==> config.mk <==
export PLATFORM = sky130hd
export DESIGN_NAME = apb_cmd_master
export DESIGN_NICKNAME = d
export VERILOG_FILES = /design/src/rtl/apb_cmd_master.sv
export SDC_FILE = /design/constraint.sdc
export NUM_CORES = 1
export LEC_CHECK = 0
export ABC_AREA = 1
export CAP_MARGIN = 10
export CELL_PAD_IN_SITES_DETAIL_PLACEMENT = 1
export CELL_PAD_IN_SITES_GLOBAL_PLACEMENT = 2
export CORE_UTILIZATION = 25
export DETAILED_ROUTE_END_ITERATION = 8
export PLACE_DENSITY = 0.93
export SYNTH_ARGS = -nofsm -noshare
export SYNTH_HDL_FRONTEND = slang
export SYNTH_SLANG_ARGS = --single-unit
==> constraint.sdc <==
create_clock -name pclk -period 2.4 [get_ports pclk]
set_clock_uncertainty 0.05 [all_clocks]
set_input_delay 0.24 -clock pclk [delete_from_list [all_inputs] [get_ports pclk]]
set_output_delay 0.24 -clock pclk [all_outputs]
set_load 0.02 [all_outputs]
==> src/rtl/apb_cmd_master.sv <==
// apb_cmd_master: converts a valid/ready command into one APB transfer
// (SETUP -> ACCESS with PREADY wait states) and returns a held response.
// An optional wait-state timeout aborts a transfer the completer never ends.
module apb_cmd_master #(
    parameter int AW      = 12,
    parameter int TIMEOUT = 255
) (
    input  logic          pclk,
    input  logic          resetn,
    // command side
    input  logic          req_valid,
    output logic          req_ready,
    input  logic [AW-1:0] req_addr,
    input  logic          req_write,
    input  logic [31:0]   req_wdata,
    input  logic [3:0]    req_strb,
    input  logic [2:0]    req_prot,
    // response side
    output logic          rsp_valid,
    input  logic          rsp_ready,
    output logic [31:0]   rsp_rdata,
    output logic          rsp_err,
    output logic          rsp_timeout,
    // APB requester
    output logic [AW-1:0] PADDR,
    output logic          PWRITE,
    output logic [3:0]    PSTRB,
    output logic [2:0]    PPROT,
    output logic [31:0]   PWDATA,
    output logic          PSEL,
    output logic          PENABLE,
    output logic          APBACTIVE,
    input  logic [31:0]   PRDATA,
    input  logic          PREADY,
    input  logic          PSLVERR
);

    // Counter just wide enough to reach TIMEOUT; with the timeout disabled it
    // is a full 32-bit saturating counter so it never wraps.
    localparam int CW = (TIMEOUT == 0) ? 32 :
                        (TIMEOUT == 1) ? 1  : $clog2(longint'(TIMEOUT) + 1);
    localparam logic [CW-1:0] TO_VAL = CW'(TIMEOUT);

    typedef enum logic [1:0] {S_IDLE, S_SETUP, S_ACCESS, S_RESP} state_t;

    state_t        state, nxt;
    logic [CW-1:0] cnt;
    logic          timeout_hit;

    // PREADY wins over the timeout when both land on the same cycle
    assign timeout_hit = (TIMEOUT != 0) && (state == S_ACCESS) && !PREADY && (cnt == TO_VAL);

    // Handshake/APB controls decode straight from the state register, so an
    // async reset drops PSEL/PENABLE without waiting for a clock.
    assign req_ready = (state == S_IDLE);
    assign rsp_valid = (state == S_RESP);
    assign PSEL      = (state == S_SETUP) || (state == S_ACCESS);
    assign PENABLE   = (state == S_ACCESS);
    assign APBACTIVE = PSEL;

    // State register
    always_ff @(posedge pclk or negedge resetn) begin
        if (!resetn) state <= S_IDLE;
        else         state <= nxt;
    end

    // Next-state logic
    always_comb begin
        nxt = state;
        case (state)
            S_IDLE:   if (req_valid) nxt = S_SETUP;
            S_SETUP:  nxt = S_ACCESS;
            S_ACCESS: if (PREADY || timeout_hit) nxt = S_RESP;
            S_RESP:   if (rsp_ready) nxt = S_IDLE;
            default:  nxt = S_IDLE;
        endcase
    end

    // Request capture, wait counter and response capture
    always_ff @(posedge pclk or negedge resetn) begin
        if (!resetn) begin
            PADDR       <= '0;
            PWRITE      <= 1'b0;
            PSTRB       <= '0;
            PPROT       <= '0;
            PWDATA      <= '0;
            cnt         <= '0;
            rsp_rdata   <= '0;
            rsp_err     <= 1'b0;
            rsp_timeout <= 1'b0;
        end else begin
            if (state == S_IDLE && req_valid) begin
                PADDR  <= req_addr;
                PWRITE <= req_write;
                PSTRB  <= req_strb;
                PPROT  <= req_prot;
                PWDATA <= req_wdata;
                cnt    <= '0;
            end
            if (state == S_ACCESS) begin
                if (PREADY) begin
                    rsp_rdata   <= PWRITE ? 32'h0 : PRDATA;
                    rsp_err     <= PSLVERR;
                    rsp_timeout <= 1'b0;
                end else if (timeout_hit) begin
                    rsp_rdata   <= 32'h0;
                    rsp_err     <= 1'b1;
                    rsp_timeout <= 1'b1;
                end else if (cnt != '1) begin
                    cnt <= cnt + CW'(1);
                end
            end
        end
    end

endmodule

==> results.sh <==
export IMPL_synth_warnings=0
export IMPL_path_clk_slew_ns=0.07
export IMPL_post_cts_setup_buffer_count=0
export IMPL_grt_max_degree=58
export IMPL_met1_usage_pct=18.3
export IMPL_hold_path_class="in -> async"
export IMPL_slew_viol_final=0
export IMPL_yosysSeqAreaShare_pct=57.1
export IMPL_io_pins=181
export IMPL_worstSetupStartpointType="flop"
export IMPL_core_rowCount=47
export IMPL_vias=3957
export IMPL_layout_nets=802
export IMPL_clockBufferDepth=2
export IMPL_drcViolationCount=0
export IMPL_power_frac_clock_pct=20.1
export IMPL_rr_startpoint="state[0]"
export IMPL_firstDrtPassIters=4
export IMPL_status="complete, no violations"
export IMPL_async_flop_share_pct=100
export IMPL_cts_root_buf="clkbuf_16"
export IMPL_crit_required_ns=2.11
export IMPL_crit_type="reg -> out"
export IMPL_cts_resized=0
export IMPL_post_place_ws_ns=0.518
export IMPL_n_antenna_cell=0
export IMPL_routed_wl_mm=13.6
export IMPL_final_cell_count_no_fill=932
export IMPL_syn_to_final_growth_pct=56.5
export IMPL_antenna_left=0
export IMPL_crit_arrival_ns=1.79
export IMPL_synth_seq_cells=96
export IMPL_rsz0062_at_grt="false"
export IMPL_synth_top_area_share_pct=57.1
export IMPL_core_area_mm2=0.0165
export IMPL_power_density_mw_per_mm2=1200
export IMPL_route_detailed_wl_per_inst_um=14.6
export IMPL_cts_made_buffers=9
export IMPL_die_area_mm2=0.0174
export IMPL_grt_first_pass_wirelength_mm=22.6
export IMPL_synth_area_mm2=0.00421
export IMPL_synth_edff_count=0
export IMPL_die_w_um=132
export IMPL_worst_slew_pin_slew_ns=0.616
export IMPL_clock_sinks=96
export IMPL_synth_distinct_cells=20
export IMPL_drv_cap=0
export IMPL_p_int_mw=4.78
export IMPL_cts_tree="done"
export IMPL_netlist_instances=530
export IMPL_synth_largest_area_cell="dfrtp_1"
export IMPL_avgViaCountPerCell=4.25
export IMPL_synth_ff_type="dfrtp_1"
export IMPL_setup_slack_ns=0.316
export IMPL_yosysMostFrequentCell="nand2_1"
export IMPL_drive_above_1_share_pct=5.06
export IMPL_place_inst=915
export IMPL_max_freq_mhz=480
export IMPL_use_met3_pct=3.81
export IMPL_first_global_vias=4342
export IMPL_top_usage_layer="met2"
export IMPL_synth_common_cells="nand2_1 (248), dfrtp_1 (96), inv_1 (48)"
export IMPL_critPathLaunch="state[0]"
export IMPL_fin_crit_sh_pct=86.8
export IMPL_clock_latency_ns=0.35
export IMPL_io_buffers=180
export IMPL_end_kind="output pin"
export IMPL_power_leakage_nw=3.34
export IMPL_drt_iter0_markers=159
export IMPL_seqPwrFrac_pct=33.0
export IMPL_start_util_pct=25.5
export IMPL_grt_total_usage_pct=16.5
export IMPL_die_y_um=132
export IMPL_finalSetupViolCount=0
export IMPL_dpl_hpwl_mm=10.0
export IMPL_h_tree_depth=3
export IMPL_vdd_drop_max_uv=493
export IMPL_fin_tns_setup_ns=0
export IMPL_hold_violations=0
export IMPL_final_util_pct=39.9
export IMPL_syn_nets=625
export IMPL_power_share_combinational_pct=46.9
export IMPL_min_period_ns=2.08
export IMPL_crit_fanout=3
export IMPL_power_mw=7.88
export IMPL_relSlewSlack_pct=58.9
export IMPL_finalWeightedCongestion=0.785
export IMPL_switching_share_pct=39.3
export IMPL_antenna_found_initial=0
export IMPL_met2_usage_pct=29.8
export IMPL_avgSynthCellArea_um2=7.94
export IMPL_p_sw_mw=3.09
export IMPL_synthTopCellsByArea="dfrtp_1 (57%), nand2_1 (22%), nand3_1 (4.9%)"
export IMPL_grt_overflow_total=0
[kinds of logic after synthesis]
logic type	synth area share (%)
compound gates	1.25
fa+ha+maj	1.49
buf+inv	7.61
flops	57.1
simple gates	32.6
[power groups by stage]
stage | sequential [mW] | combinational [mW] | clock (mW)
finish | 2.60 | 3.69 | 1.58
global route | 2.68 | 3.99 | 1.69
CTS | 2.61 | 3.77 | 1.64
detailed placement | 2.62 | 3.75 | 0
global placement | 2.59 | 3.64 | 0
floorplan | 3.28 | 1.18 | 0
[through the flow]
stage                     hold WS, ns  instance area, um2
final                           0.374                6590
after global routing            0.369                6590
after CTS                       0.356                6590
after detailed placement        0.207                6260
after global placement          0.197                6260
after floorplan                -0.106                4210
[area by class of cell]
cell class	instances	area [um2]
flip-flops and latches	96	2400
repair buffers	191	1910
clock buffers	10	229
inverters	51	191
clock inverters	6	90.1
well taps	220	275
multi-input cells	358	1490
fillers	1950	9940
[flip-flops by register name, summed over array words and instances (netlist names)]
signal,count
PWDATA,32
state,2
PPROT,3
PSTRB,4
rsp_rdata,32
rsp_timeout,1
rsp_err,1
PADDR,12
PWRITE,1
cnt,8
[final timing paths]
check	end	slack (ns)	cells past startpoint
min	cnt[6]	0.37	2
max in group asynchronous	rsp_rdata[26]	1.25	3
max	PSEL	0.32	3
min in group pclk	PADDR[5]	0.37	3
min reg2reg	rsp_timeout	0.43	2
max reg2reg	rsp_rdata[18]	0.53	10
[repair_timing]
action,in CTS,in global routing
endpoints found under the hold margin,33,0
hold buffers,1,0
endpoints found under the setup margin,0,0
[placed cells by master, fill, tap and decap left out, drive strengths merged]
master	count
clkbuf	10
inv	53
o22ai	2
dlygate4sd3	1
o21ai	6
nor2	47
ha	5
clkinvlp	1
clkinv	1
bufinv	2
nand4	3
buf	11
dfrtp	96
nand2	252
a21oi	2
clkdlybuf4s50	179
nand3	41
[critical path: stages (launching register included)]
cell             delay, ns
dfrtp_1               0.38
inv_1                 0.09
ha_1                  0.32
clkdlybuf4s50_1       0.66
[per-layer routing]
metal,vias up,wire [um]
met1,1896,5400
met2,92,7090
met4,0,401
met3,25,696
li1,1944,-
met5,-,0
No activity file was read; power rests on OpenSTA's default activity.
